### config.mk
export PLATFORM = sky130hd
export DESIGN_NAME = mu0_control
export DESIGN_NICKNAME = d
export VERILOG_FILES = /design/src/rtl/mu0_control.sv
export SDC_FILE = /design/constraint.sdc
export NUM_CORES = 1
export LEC_CHECK = 0
export ABC_AREA = 0
export CORE_AREA = 2 2 39 41
export CTS_CLUSTER_DIAMETER = 60
export CTS_CLUSTER_SIZE = 25
export DETAILED_ROUTE_END_ITERATION = 6
export DIE_AREA = 0 0 41 43
export GPL_TIMING_DRIVEN = 0
export PLACE_DENSITY = 0.52
export SYNTH_ARGS = -nofsm -noshare
export SYNTH_HDL_FRONTEND = slang
export SYNTH_SLANG_ARGS = --single-unit
### constraint.sdc
create_clock -name Clk -period 1.85 [get_ports Clk]
set_clock_uncertainty 0.2 [all_clocks]
set_input_delay 0.37 -clock Clk [delete_from_list [all_inputs] [get_ports Clk]]
set_output_delay 0.37 -clock Clk [all_outputs]
set_load 0.01 [all_outputs]
### src/rtl/mu0_control.sv
// MU0 control unit: three-state sequencer (fetch / execute / halt) with a
// combinational decode of state, opcode, flags and memory handshake.
module mu0_control (
  input  logic       Clk,
  input  logic       Reset,
  input  logic [3:0] F,
  input  logic       N,
  input  logic       Z,
  input  logic       MemReady,
  output logic       X_sel,
  output logic       Y_sel,
  output logic       Addr_sel,
  output logic       PC_En,
  output logic       IR_En,
  output logic       Acc_En,
  output logic [1:0] ALU_FS,
  output logic       MEMrq,
  output logic       RnW,
  output logic       Halted
);

  typedef enum logic [1:0] {
    FETCH = 2'd0,
    EXEC  = 2'd1,
    HALT  = 2'd2
  } state_t;

  localparam logic [1:0] FS_B    = 2'b00;
  localparam logic [1:0] FS_ADD  = 2'b01;
  localparam logic [1:0] FS_INC  = 2'b10;
  localparam logic [1:0] FS_SUB  = 2'b11;

  localparam logic [3:0] OP_LDA = 4'd0;
  localparam logic [3:0] OP_STA = 4'd1;
  localparam logic [3:0] OP_ADD = 4'd2;
  localparam logic [3:0] OP_SUB = 4'd3;
  localparam logic [3:0] OP_JMP = 4'd4;
  localparam logic [3:0] OP_JGE = 4'd5;
  localparam logic [3:0] OP_JNE = 4'd6;
  localparam logic [3:0] OP_STP = 4'd7;

  state_t state_q;
  state_t state_d;

  // Output decode and next-state selection; reset overrides enables and memory request.
  always_comb begin
    state_d  = state_q;
    X_sel    = 1'b0;
    Y_sel    = 1'b0;
    Addr_sel = 1'b0;
    PC_En    = 1'b0;
    IR_En    = 1'b0;
    Acc_En   = 1'b0;
    ALU_FS   = FS_B;
    MEMrq    = 1'b0;
    RnW      = 1'b1;
    Halted   = 1'b0;

    unique case (state_q)
      FETCH: begin
        Addr_sel = 1'b0;
        MEMrq    = 1'b1;
        X_sel    = 1'b1;
        ALU_FS   = FS_INC;
        IR_En    = MemReady;
        PC_En    = MemReady;
        if (MemReady) state_d = EXEC;
      end

      EXEC: begin
        state_d = FETCH;
        unique case (F)
          OP_LDA: begin
            Addr_sel = 1'b1;
            MEMrq    = 1'b1;
            ALU_FS   = FS_B;
            Acc_En   = MemReady;
            if (!MemReady) state_d = EXEC;
          end
          OP_STA: begin
            Addr_sel = 1'b1;
            MEMrq    = 1'b1;
            RnW      = 1'b0;
            if (!MemReady) state_d = EXEC;
          end
          OP_ADD, OP_SUB: begin
            Addr_sel = 1'b1;
            MEMrq    = 1'b1;
            ALU_FS   = (F == OP_ADD) ? FS_ADD : FS_SUB;
            Acc_En   = MemReady;
            if (!MemReady) state_d = EXEC;
          end
          OP_JMP: begin
            Y_sel = 1'b1;
            PC_En = 1'b1;
          end
          OP_JGE: begin
            Y_sel = 1'b1;
            PC_En = ~N;
          end
          OP_JNE: begin
            Y_sel = 1'b1;
            PC_En = ~Z;
          end
          OP_STP: begin
            state_d = HALT;
          end
          default: begin
            state_d = FETCH;
          end
        endcase
      end

      HALT: begin
        Halted  = 1'b1;
        state_d = HALT;
      end

      default: begin
        state_d = FETCH;
      end
    endcase

    if (Reset) begin
      PC_En   = 1'b0;
      IR_En   = 1'b0;
      Acc_En  = 1'b0;
      MEMrq   = 1'b0;
      RnW     = 1'b1;
      Halted  = 1'b0;
      state_d = FETCH;
    end
  end

  // State register.
  always_ff @(posedge Clk) begin
    state_q <= state_d;
  end

endmodule

# == After elaboration in Yosys (flattened, before gate mapping) ==
# Cells that the tools add are included.
# Widths: inputs -> output; s select.
# op_classes
reduce_logical,6
muxes,27
bitwise_logic,2
n_eq_ne,10
# ops
operator,count
$mux 1,18
$eq 4x3->1 const B,4
$eq 4x2->1 const B,2
$pmux 2 s2,2
$mux 2,3
$pmux 2 s3,1
$reduce_or 3->1,2
$eq 4x1->1 const B,1
$logic_not 4->1,1
$pmux 1 s2,2
$reduce_or 4->1,1
$pmux 1 s3,1
$eq 2x1->1 const B,1
$eq 2x2->1 const B,1
$logic_not 2->1,1
$ne 2x2->1 const B,1
$not 1->1,2
$reduce_or 2->1,1
# word_totals
register_bits,2
elab_cells,46

# == Logic depth before layout (Yosys ltp) ==
# logic_depth
word_depth,5
mapped_depth,3
depth_no_buf,3

# == Worst setup path before layout ==
# Ideal clock, no wire load.
# synth_timing
path_kind,reg-to-output
from,register state_q[1]
to,output port Acc_En
arrival_ns,1.053
stages_incl_launch_ff,3
setup_slack_ns,0.227
path_cell_list,dfxtp_1 nor4b_4 nor3b_2
# synth_between
elab_chain_cells,3
# synth_rtl
item,line,text
from (decl),42,state_t state_q;
from (signal assigned),137,state_q <= state_d;
$eq 2x1->1,59,unique case (state_q)
$mux 1,59,
$mux 1,124,if (Reset) begin
to (decl),15,"output logic Acc_En,"
# Every way passes these cells.

# == Worst setup path in the final report ==
# layout_timing
from,register state_q[1]
to,output port ALU_FS[0]
# layout_between
elab_chain_cells,2
elab_cells_between_ends,3
# layout_rtl
item,line,text
$eq 2x1->1 or $logic_not 2->1 (tied branches),59,
$pmux 2 s2 *,59,
to (decl),16,"output logic [1:0] ALU_FS,"
# Mark *: on every way between the ends. The rest lies on a longest branch, timed or not.

==> out/summary.txt <==
Area grow syn2layout - 138.0%
Starting density of the core - 15.46%
Switching Share - 26.11%
Cell internal pwr - 155.7 µW
Largest register FFs - 2
DIE HEIGHT - 43 µm
Final Critical Period - 1.885 ns
CP required - 1.28 ns
Die ar. - 0.001763 mm²
Rows - 14
Maxcap violations - 0
Hold_buf cts - 0
Most frequent cells in the layout - buf_4, dlygate4sd2_1, buf_2, buf_6
Worst-case reg-to-reg path depth - 6
Post-synth top flop - dfxtp_1
Total number of vias - 303
Crit Path Max Fanout - 5
Worst EP arrival - 1.31 ns
F_max - 0.5306 GHz
Setup slack, reg-to-reg - 0.47 ns
Fin. max-slew vios - 0
Worst relative slew slack - 83.54%
Worst Setup Path Type - reg -> out
CP startpoint kind - flop
Crit-path max cell delay - 0.35 ns
Slew @ Worst Pin - 0.2458 ns
Final setup fails - 1
WHS Path Cells - 2
CP max stage cell - dfxtp_4
CTS Buf Count - 3
CTS tree - built
LEAKAGE - 0.0002309 µW
Clock-pin slew on the worst setup and hold paths - 0.03 ns
Worst Setup End Kind - output port
Outcome - finished with violations
WP buf/inv - 3
Gr ovfl total - 0
RSZ-0062 raised after global routing - true
Final core occ - 36.80%
CP top delay family - simple AND/OR/NAND/NOR gates
TritonCTS Sinks - 2
Post-route ant nets - 0
Mapped Nets - 35
Core area - 0.001384 mm²
YS warnings - 0
Layout cell share with drive strength beyond 1 - 56.36%
Psw - 55.00 µW
FFs w/ async S/R, synth - 0%
PwrDens - 413.7 mW/mm²
Yosys reg bits - 2
Port bufs - 19
Hpwl dp - 536.6 µm
Max IR drop VDD - 0.2995 mV
Unique masters post-synth - 18
Clock share of power - 44.3%
N_diodes - 0
Post-detailed-route wirelength per cell - 10.42 µm
CP most frequent cell - buf_6
Post-synth EDFFs - 0
Post-route DRC - 0
Setup WS post-layout - -0.03469 ns
Antenna violations before repair - 0
Number of DRC markers in iteration 0 - 0
Top reg by flops - state_q
First-pass GRT wire length - 1.179 mm
CTS max path bufs - 2
Crit-path cells - nor4b_4, buf_4, buf_6, and2_4, buf_6
Hold EP - state_q[1]
Comb pwr share - 33.5%
Die Wd - 41 µm
Final Cycle Share - 101.9%
R2R Path Start - state_q[1]
DR vias/cell - 4.268
I/O pin count - 20
Inst Count DP - 61
Largest net degree at the start of global routing - 8
Hold Crit Start - Reset
Total GRT Usage - 9.619%
RR Endpoint - state_q[0]
Commonest non-fill, non-tap cell in the layout - buf_4
Min-delay worst type - in -> reg
Root buf cell - clkbuf_4
Post-Syn Instances - 26
Nets - 66
Mapped Avg Cell Area - 8.229 µm²
Failing checks - setup timing
Fin. Hold Viols - 0
Sequential share of the synthesized area - 18.71%
Sequential share of power - 22.2%
Detailed Route WL - 740 µm
Drt first pass iters - 1
Non-Filler Instances - 71
Synthesized cell area - 214.0 µm²
Htree depth - 1
Vias in the first global route - 281
Biggest registers after layout - state_q x2
Clock Latency Late Sink - 0.22 ns
Final GP Congestion - 0.6486
worst register-to-register path, cell delays in order, from the launching register on:
cell and delay, ns:
dfxtp_4 0.35, nor4b_4 0.29, buf_4 0.16, buf_4 0.09
buf_4 0.09, mux2i_1 0.05, nor2_1 0.08
per-layer routing:
metal	vias to the layer above	global-route usage, %	wire length [µm]
li1	158	-	-
met1	138	12.46	327
met2	7	14.06	379
met3	0	4.712	34
met4	0	2.000	0
met5	-	0	0
cells in the mapped netlist (all sizes together) (2+ instances only):
cell type	count	area [µm²]
nor2b	2	12.51
dfxtp	2	40.04
nor3	2	10.01
nor2	4	15.01
nand3	2	10.01
a21oi	2	10.01
cell families (layout without fill, tap and decap cells):
logic type,Yosys count,in the layout,synth area share (%)
AOI/OAI and AO/OA,6,6,18.13
buffers and inverters,0,29,0
and+or+nand+nor,17,17,58.48
muxes,1,1,4.679
DFF,2,2,18.71
repair_timing:
item | in CTS | in global routing
buffers inserted | 6 | 1
pin swaps | 4 | 1
endpoints found under the setup margin | 11 | 7
resized for setup | 53 | 7
through the flow:
step                      instance area [µm²]  power, µW  hold slack (ns)  setup slack [ns]  TNS (ns)
final                                   509.2      210.7           0.2992          -0.03469  -0.03469
after global routing                    509.2      225.1           0.3289          -0.09279   -0.1334
after CTS                               491.7      216.2           0.3011          -0.06587  -0.06587
after detailed placement                424.2      118.2           0.4749           -0.7464    -5.956
after global placement                  424.2      117.7           0.4805           -0.7277    -5.841
after floorplan                         214.0      72.15           0.2391            0.2274         0
final cells by class:
type	count	area [µm²]
multi-input cells	24	195.2
flip-flops and latches	2	47.55
fillers	153	874.6
repair buffers	26	224.0
well taps	16	20.02
clock buffers	3	22.52
worst max path at each step:
stage                from  slack, ns         to  depth (start not counted)
2_1_floorplan  state_q[1]       0.23     Acc_En                          2
3_3_place_gp         F[3]      -0.73     Acc_En                          4
6_report       state_q[1]      -0.03  ALU_FS[0]                          5
3_5_place_dp         F[3]      -0.75     Acc_En                          4
5_1_grt        state_q[1]      -0.09  ALU_FS[0]                          5
4_1_cts        state_q[1]      -0.07  ALU_FS[0]                          5
power groups by stage:
stage / Sequential, µW / Clock [µW] / Combinational (µW)
2_1_floorplan: 48.0 / 0 / 24.2
3_3_place_gp: 48.9 / 0 / 68.8
3_5_place_dp: 48.8 / 0 / 69.3
4_1_cts: 47.5 / 98.8 / 69.9
5_1_grt: 47.4 / 101 / 76.7
6_report: 46.8 / 93.2 / 70.6
Note: power is estimated with default switching activity, not from simulation.
